==> src/rtl/pipe_ctrl_pkg.sv <==
// Shared definitions for the pipeline sequencer: FSM states, default
// timing parameters, the Tnew/Tuse type and the RAW hazard helper.
package pipe_ctrl_pkg;

  typedef enum logic [1:0] {
    ST_RUN  = 2'd0,
    ST_TRAP = 2'd1,
    ST_RET  = 2'd2
  } ctrl_state_e;

  typedef logic [1:0] tstage_t;

  localparam int unsigned MULT_CYCLES_DEF = 5;
  localparam int unsigned DIV_CYCLES_DEF  = 10;
  localparam logic [31:0] EXC_VECTOR_DEF  = 32'h0000_4180;

  // One source operand conflicts with a producer in E or M that cannot
  // deliver its result before the consumer needs it. $0 never conflicts.
  function automatic logic src_hazard(
    input logic [4:0] src,
    input logic       used,
    input tstage_t    tuse,
    input logic [4:0] waddr_e,
    input tstage_t    tnew_e,
    input logic [4:0] waddr_m,
    input tstage_t    tnew_m
  );
    return used && (src != 5'd0) &&
           (((src == waddr_e) && (tuse < tnew_e)) ||
            ((src == waddr_m) && (tuse < tnew_m)));
  endfunction

endpackage

==> src/rtl/md_busy_timer.sv <==
// Multiply/divide busy timer: loads the operation latency on a qualified
// start and counts down to zero; busy while the count is nonzero.
module md_busy_timer
  import pipe_ctrl_pkg::*;
#(
  parameter int unsigned MULT_CYCLES = MULT_CYCLES_DEF,
  parameter int unsigned DIV_CYCLES  = DIV_CYCLES_DEF
) (
  input  logic clk,
  input  logic reset,
  input  logic start,
  input  logic div,
  output logic busy
);

  localparam int unsigned MAXC = (DIV_CYCLES > MULT_CYCLES) ? DIV_CYCLES : MULT_CYCLES;
  localparam int unsigned CW   = ($clog2(MAXC + 1) < 1) ? 1 : $clog2(MAXC + 1);

  logic [CW-1:0] cnt_d, cnt_q;

  // Next count: load latency on start, else saturating decrement.
  always_comb begin
    cnt_d = cnt_q;
    if (start) begin
      cnt_d = div ? CW'(DIV_CYCLES) : CW'(MULT_CYCLES);
    end else if (cnt_q != '0) begin
      cnt_d = cnt_q - 1'b1;
    end
  end

  // Count register; reset aborts any running operation.
  always_ff @(posedge clk) begin
    if (!reset) cnt_q <= '0;
    else        cnt_q <= cnt_d;
  end

  assign busy = (cnt_q != '0);

endmodule

==> src/rtl/pipe_hazard_trap_ctrl.sv <==
// Pipeline sequencer: RAW/MDU stall, trap/ERET flush and redirect, EPC
// capture. Optional PIPE_PERF_CNT_EN adds stall_cnt/trap_cnt counters.
module pipe_hazard_trap_ctrl
  import pipe_ctrl_pkg::*;
#(
  parameter int unsigned MULT_CYCLES = MULT_CYCLES_DEF,
  parameter int unsigned DIV_CYCLES  = DIV_CYCLES_DEF,
  parameter logic [31:0] EXC_VECTOR  = EXC_VECTOR_DEF
) (
  input  logic        clk,
  input  logic        reset,
  input  logic [4:0]  rs_D,
  input  logic [4:0]  rt_D,
  input  logic        rs_used_D,
  input  logic        rt_used_D,
  input  logic [1:0]  tuse_rs_D,
  input  logic [1:0]  tuse_rt_D,
  input  logic [4:0]  waddr_E,
  input  logic [4:0]  waddr_M,
  input  logic [1:0]  tnew_E,
  input  logic [1:0]  tnew_M,
  input  logic        md_use_D,
  input  logic        md_start_E,
  input  logic        md_div_E,
  input  logic        exc_req_M,
  input  logic        int_req,
  input  logic        eret_M,
  input  logic [31:0] pc_M,
  input  logic        bd_M,
  input  logic [31:0] epc_q,
  output logic        stall_FD,
  output logic        bubble_E,
  output logic        flush_all,
  output logic        md_start_ok,
  output logic        md_busy,
  output logic        pc_redirect,
  output logic [31:0] redirect_pc,
  output logic        epc_we,
`ifdef PIPE_PERF_CNT_EN
  output logic [31:0] stall_cnt,
  output logic [31:0] trap_cnt,
`endif
  output logic [31:0] epc_wdata
);

  ctrl_state_e state_d, state_q;
  logic        stall;
  logic        trap_now;
  logic        eret_now;

  md_busy_timer #(
    .MULT_CYCLES (MULT_CYCLES),
    .DIV_CYCLES  (DIV_CYCLES)
  ) u_md_timer (
    .clk   (clk),
    .reset (reset),
    .start (md_start_ok),
    .div   (md_div_E),
    .busy  (md_busy)
  );

  // Hazard detection, trap/ERET decode, FSM next state and all controls.
  always_comb begin
    stall = src_hazard(rs_D, rs_used_D, tuse_rs_D, waddr_E, tnew_E, waddr_M, tnew_M) |
            src_hazard(rt_D, rt_used_D, tuse_rt_D, waddr_E, tnew_E, waddr_M, tnew_M) |
            (md_use_D && (md_busy || md_start_E));

    trap_now = (state_q == ST_RUN) && (exc_req_M || int_req);
    eret_now = (state_q == ST_RUN) && eret_M && !trap_now;

    state_d     = ST_RUN;
    stall_FD    = 1'b0;
    bubble_E    = 1'b0;
    flush_all   = 1'b0;
    pc_redirect = 1'b0;
    redirect_pc = EXC_VECTOR;
    epc_we      = 1'b0;
    epc_wdata   = '0;
    md_start_ok = md_start_E && !trap_now && !md_busy;

    if (trap_now) begin
      state_d     = ST_TRAP;
      flush_all   = 1'b1;
      pc_redirect = 1'b1;
      epc_we      = 1'b1;
      epc_wdata   = (bd_M ? (pc_M - 32'd4) : pc_M) & 32'hFFFF_FFFC;
    end else if (eret_now) begin
      state_d     = ST_RET;
      flush_all   = 1'b1;
      pc_redirect = 1'b1;
      redirect_pc = epc_q;
    end else begin
      stall_FD = stall;
      bubble_E = stall;
    end
  end

  // FSM state register; TRAP/RET always fall back to RUN next cycle.
  always_ff @(posedge clk) begin
    if (!reset) state_q <= ST_RUN;
    else        state_q <= state_d;
  end

`ifdef PIPE_PERF_CNT_EN
  logic [31:0] stall_cnt_d, stall_cnt_q;
  logic [31:0] trap_cnt_d, trap_cnt_q;

  // Event counters, wrapping naturally at 2^32.
  always_comb begin
    stall_cnt_d = stall_cnt_q + {31'd0, stall_FD};
    trap_cnt_d  = trap_cnt_q + {31'd0, trap_now};
  end

  // Counter registers.
  always_ff @(posedge clk) begin
    if (!reset) begin
      stall_cnt_q <= '0;
      trap_cnt_q  <= '0;
    end else begin
      stall_cnt_q <= stall_cnt_d;
      trap_cnt_q  <= trap_cnt_d;
    end
  end

  assign stall_cnt = stall_cnt_q;
  assign trap_cnt  = trap_cnt_q;
`endif

endmodule

==> config.mk <==
export PLATFORM = sky130hd
export DESIGN_NAME = pipe_hazard_trap_ctrl
export DESIGN_NICKNAME = d
export VERILOG_FILES = /design/src/rtl/pipe_ctrl_pkg.sv /design/src/rtl/md_busy_timer.sv /design/src/rtl/pipe_hazard_trap_ctrl.sv
export SDC_FILE = /design/constraint.sdc
export NUM_CORES = 1
export LEC_CHECK = 0
export ABC_AREA = 1
export CORE_MARGIN = 8
export CORE_UTILIZATION = 37
export CTS_BUF_LIST = sky130_fd_sc_hd__clkbuf_8
export DETAILED_ROUTE_END_ITERATION = 8
export GPL_TIMING_DRIVEN = 0
export PLACE_DENSITY = 0.95
export SYNTH_ARGS = -nofsm -noshare
export SYNTH_HDL_FRONTEND = slang
export SYNTH_HIERARCHICAL = 1
export SYNTH_SLANG_ARGS = --single-unit
==> constraint.sdc <==
create_clock -name clk -period 5.2 [get_ports clk]
set_clock_uncertainty 0.2 [all_clocks]
set_input_delay 0.52 -clock clk [delete_from_list [all_inputs] [get_ports clk]]
set_output_delay 0.52 -clock clk [all_outputs]
set_load 0.05 [all_outputs]
==> run_results.csv, run 1 <==
group,metric,value,unit
route,drt_iter0_drc,103,
hold_path,min_path_type,"reg2reg",
worst_setup_path,cp-end-kind,"primary output",
yosys,synth_area_leaders,"nand2_1 (19%), inv_1 (18%), nor2_1 (16%)",
yosys,yosysWarnings,6,
sta,tightest_slew,0.553,ns
cts,cts_tree,"done",
yosys,synth_top_cell_by_area,"nand2_1",
sta,fmax,272,MHz
sta,slew_headroom,63.0,%
grt,grt_pass1_vias,3094,
sta,hold_viol,0,
finish,drive_above_1_share,8.03,%
cts,clock_path_buffers,2,
route,vias_per_cell,4.59,
power,powerDensity,190,nW/um^2
run,cap_violations,0,
finish,diodes,0,
placement,dp_hpwl,7760,um
floorplan,die_w,91.8,um
route,drcViolationCount,0,
power,vdd_ir_drop_max,0.280,mV
worst_setup_path,required,4.48,ns
finish,final_common_cell,"clkdlybuf4s50_1",
sta,timing.final.crit_period,3.67,ns
sta,period_share,70.7,%
sta,tns,0,ns
finish,multi_input_area,1560,um^2
sta,slew_viol_final,0,
sta,finalSetupViolations,0,
worst_setup_path,worstPathArrival,2.95,ns
grt,grt_first_pass_wirelength,14000,um
yosys,yosysSeqAreaShare,5.66,%
cts,postCtsSetupBuffers,0,
sta,rsz0062_at_grt,"no",
grt,grt_remaining_overflow,0,
route,dr.pass1.iters,4,
grt,grt_max_degree,11,
cts,cts.sinks,6,
yosys,netlist_area,2120,um^2
power,p_leak,2.01,nW
route,ant_nets,0,
yosys,syn_inst,437,
finish,layout_common_cells,"clkdlybuf4s50_1 (169), nand2_1 (105), inv_1 (100), nor2_1 (88), a21oi_1 (20)",
floorplan,ios,174,
worst_setup_path,startpoint_type,"primary input",
route,wl,8870,um
sta,holdWs,0.323,ns
floorplan,dieArea,8420,um^2
cts,clockRootBuffer,"clkbuf_8",
yosys,synth.avg_cell_area,4.86,um^2
route,vias,3127,
finish,syn2layout_area_growth,86.0,%
placement,globalplace.congestion,0.853,
status,status,"complete, no violations",
placement,numPortBuffers,169,
floorplan,design.core.area,5540,um^2
worst_setup_path,reg2reg_slack,3.11,ns
yosys,synthDistinctLibCells,30,
yosys,ys_seq_elements,6,
floorplan,fp-row-count,27,
cts,cts_hold_buf,0,
cts,clkTransAtPathRegs,0.04,ns
power,power,0.000750,W
worst_setup_path,crit_type,"in2out",
cts,cts_made_buffers,3,
floorplan,die_h,91.8,um
finish,regArea,120,um^2
cts,ctsHtreeMaxLevel,1,
cts,cts_resized,0,
worst_setup_path,crit_fanout,3,
finish,nets,722,
floorplan,start_util,38.3,%
grt,antenna_found_initial,0,
route,routedWlPerCell,13.0,um
yosys,synth.top_cell.area_share,18.6,%
grt,track_usage,19.6,%
cts,clock_latency,0.22,ns
finish,n_fill_cell,451,
[through the flow]
step                      utilization [%]  area, um^2  std cells  setup WS (ns)
after floorplan                         -        2130        438           2.34
after global placement               70.6        3910        679           1.55
after detailed placement             70.6        3910        679           1.54
after CTS                            71.3        3950        682           1.52
after global routing                 71.3        3950        682           1.34
final                                71.3        3950        682           1.53
[path summary, 6_finish.rpt]
| kind | start | end | cells after the start |
|---|---|---|---|
| min reg2reg | u_md_timer/cnt_q[1] | u_md_timer/cnt_q[1] | 2 |
| max reg2reg | state_q[1] | u_md_timer/cnt_q[0] | 10 |
| max | pc_M[2] | epc_wdata[28] | 14 |
| min | u_md_timer/cnt_q[1] | u_md_timer/cnt_q[1] | 2 |
[cells by family after synthesis]
group                      count (synthesis)  share of synthesized area (%)
xor gates and xnor gates                   8                           3.30
adders and majority gates                  7                           4.12
other                                      1                          0.177
buffers and inverters                    115                           21.3
AOI/OAI and AO/OA                         44                           11.2
and+or+nand+nor                          256                           54.3
DFF                                        6                           5.66
[metal layers]
| layer | GRT usage, % | vias to the layer above | wire length, um |
|---|---|---|---|
| li1 | - | 1649 | - |
| met2 | 39.7 | 107 | 4750 |
| met3 | 5.38 | 12 | 569 |
| met1 | 19.1 | 1359 | 3400 |
| met4 | 3.89 | 0 | 153 |
| met5 | 0 | - | 0 |
[cells in the mapped netlist, drive strengths merged]
cell    number
nand3       24
ha           7
a31oi        1
o21bai       3
or2          4
o31ai        1
nor3         6
o21ai       18
clkbuf       2
nand4        6
nor2       103
inv        105
conb         1
a21oi       20
xor2         8
o21a         1
buf          8
dfxtp        6
nand2      113
[final cells by class]
| class | instances | area share (%) |
|---|---|---|
| Inverter | 105 | 9.98 |
| Clock buffer | 3 | 1.05 |
| Timing Repair Buffer | 169 | 42.8 |
| Sequential cell | 6 | 3.04 |
| Buffer | 10 | 1.46 |
| Multi-Input combinational cell | 317 | 39.4 |
| Tap cell | 72 | 2.28 |
[flip-flops by register name, indices dropped and copies added (netlist names)]
register	count
state_q	2
u_md_timer/cnt_q	4
[report_power, final]
| part | total (W) | switching (W) | internal (W) |
|---|---|---|---|
| logic | 0.000604 | 0.000376 | 0.000228 |
| clock network | 0.0000704 | 0.0000206 | 0.0000498 |
| registers | 0.0000752 | 0.0000122 | 0.0000631 |
[critical path: stages]
cell and delay [ns]:
clkdlybuf4s50_1 0.43, inv_1 0.12, ha_1 0.16, nand2_1 0.07
inv_2 0.07, nand2_2 0.09, nor2_4 0.12, nand2_2 0.10
nor2_4 0.11, nand2_2 0.08, nor2_2 0.10, nor2_1 0.05
nor2_1 0.09, clkdlybuf4s50_1 0.83
(Power assumes the default switching activity.)
==> run 2, diff against run 1 <==
- CORE_UTILIZATION: 37 -> 31
- PLACE_DENSITY: 0.95 -> 0.87
- clock period: 5.2 -> 2.98 ns (I/O delays scaled with it)
==> run_results.csv, run 2 (same netlist as run 1, synthesis figures left out) <==
group,metric,value,unit
cts,clock_path_buffers,2,
finish,syn2layout_area_growth,82.6,%
sta,timing.final.crit_period,2.89,ns
finish,nets,722,
run,cap_violations,0,
placement,numPortBuffers,169,
floorplan,design.core.area,6720,um^2
worst_setup_path,crit_fanout,3,
worst_setup_path,startpoint_type,"primary input",
finish,diodes,0,
status,status,"complete, no violations",
worst_setup_path,cp-end-kind,"primary output",
hold_path,whs_path_depth,2,
floorplan,die_h,98.8,um
route,ant_nets,0,
finish,top_regs,"u_md_timer/cnt_q x4, state_q x2",
floorplan,ios,174,
hold_path,hold_end,"u_md_timer/cnt_q[1]",
cts,cts_hold_buf,0,
placement,pre_cts_ws,-0.309,ns
power,vdd_ir_drop_max,0.140,mV
cts,cts_made_buffers,3,
grt,grt_first_pass_wirelength,14400,um
route,drcViolationCount,0,
grt,antenna_found_initial,0,
power,powerDensity,326,nW/um^2
sta,setup_slack,0.0936,ns
sta,slew_viol_final,0,
cts,clockRootBuffer,"clkbuf_8",
sta,period_share,96.9,%
floorplan,die_w,98.8,um
sta,tightest_slew,0.562,ns
grt,grt_remaining_overflow,0,
grt,track_usage,17.8,%
floorplan,dieArea,9750,um^2
worst_setup_path,slowest_delay,0.83,ns
route,routedWlPerCell,13.2,um
cts,cts_tree,"done",
cts,postCtsSetupBuffers,0,
sta,finalSetupViolations,0,
worst_setup_path,timing.rr.end,"u_md_timer/cnt_q[0]",
worst_setup_path,crit_type,"in2out",
worst_setup_path,reg2reg_slack,1.13,ns
worst_setup_path,r2r.worst_path.cells,10,
grt,grt_max_degree,11,
worst_setup_path,slowest_stage,"clkdlybuf4s50_1",
route,vias,3126,
power,power,0.00126,W
worst_setup_path,cp-startpoint,"pc_M[2]",
floorplan,fp-row-count,30,
cts,clock_latency,0.22,ns
sta,holdWs,0.334,ns
route,drt_iter0_drc,116,
hold_path,worstHoldStart,"u_md_timer/cnt_q[1]",
cts,ctsHtreeMaxLevel,1,
finish,largest_reg_flops,4,
sta,slew_headroom,62.5,%
cts,clkTransAtPathRegs,0.03,ns
worst_setup_path,required,2.48,ns
worst_setup_path,rr_startpoint,"state_q[1]",
route,wl,9090,um
finish,layout_common_cells,"clkdlybuf4s50_1 (112), nand2_1 (105), inv_1 (100), nor2_1 (88), dlygate4sd2_1 (44)",
sta,rsz0062_at_grt,"no",
worst_setup_path,path_cells,"clkdlybuf4s50_1 -> inv_1 -> ha_1 -> or2_2 -> a21oi_1 -> clkdlybuf4s50_1",
hold_path,min_path_type,"reg2reg",
grt,grt_pass1_vias,3107,
cts,cts.sinks,6,
sta,hold_viol,0,
floorplan,start_util,31.6,%
finish,drive_above_1_share,9.67,%
worst_setup_path,worstPathArrival,2.39,ns
route,dr.pass1.iters,5,
finish,top_register,"u_md_timer/cnt_q",
worst_setup_path,cpMostUsedCell,"clkdlybuf4s50_1",
route,vias_per_cell,4.53,
placement,globalplace.congestion,0.868,
sta,fmax,346,MHz
placement,dp_hpwl,8030,um
power,p_leak,2.23,nW
finish,final_common_cell,"clkdlybuf4s50_1",
[run 2: worst max-delay path: cells and delay by family]
kind,cells,cell delay (ns)
AO/OA/AOI/OAI,1,0.13
adder cells (fa/ha/maj),1,0.28
buffers and inverters,3,1.40
AND/OR/NAND/NOR,1,0.29
[run 2: through the flow]
step / cells / instance area, um^2 / util, % / TNS (ns)
after floorplan: 438 / 2130 / - / 0
after global placement: 687 / 3920 / 58.3 / -5.94
after detailed placement: 687 / 3920 / 58.3 / -6.09
after CTS: 690 / 3900 / 58.0 / 0
after global routing: 690 / 3880 / 57.7 / 0
final: 690 / 3880 / 57.7 / 0
[run 2: where the power goes]
| group | internal, W | switching (W) |
|---|---|---|
| clock network | 0.0000868 | 0.0000357 |
| registers | 0.000110 | 0.0000205 |
| logic | 0.000359 | 0.000651 |
| total | 0.000556 | 0.000707 |
[run 2: what timing repair did]
item | 4_1_cts | 5_1_grt
setup endpoints to repair | 56 | 14
gates cloned | 0 | 0
pin swaps | 0 | 0
resized for setup | 55 | 23
[run 2: metal layers]
metal  global-route usage, %  routed length [um]  share of wire (%)
met4                    5.31                 131                1.4
met3                    4.16                 591                6.5
met5                       0                   0                  0
met1                    17.9                3520                 39
met2                    35.1                4850                 53
[run 2: how the worst max path moves through the flow]
stage | end | cells after the start
2_1_floorplan | u_md_timer/cnt_q[0] | 9
3_3_place_gp | md_start_ok | 6
3_5_place_dp | md_start_ok | 6
4_1_cts | epc_wdata[13] | 9
5_1_grt | epc_wdata[29] | 9
6_report | epc_wdata[3] | 6
[run 2: final cells by class]
class,count,area [um^2]
clock buffer,3,41.3
inverter,105,394
timing repair buffer,169,1600
sequential,6,120
tap,80,100
fill,655,2840
buffer,10,58.8
multi-input combinational,317,1560
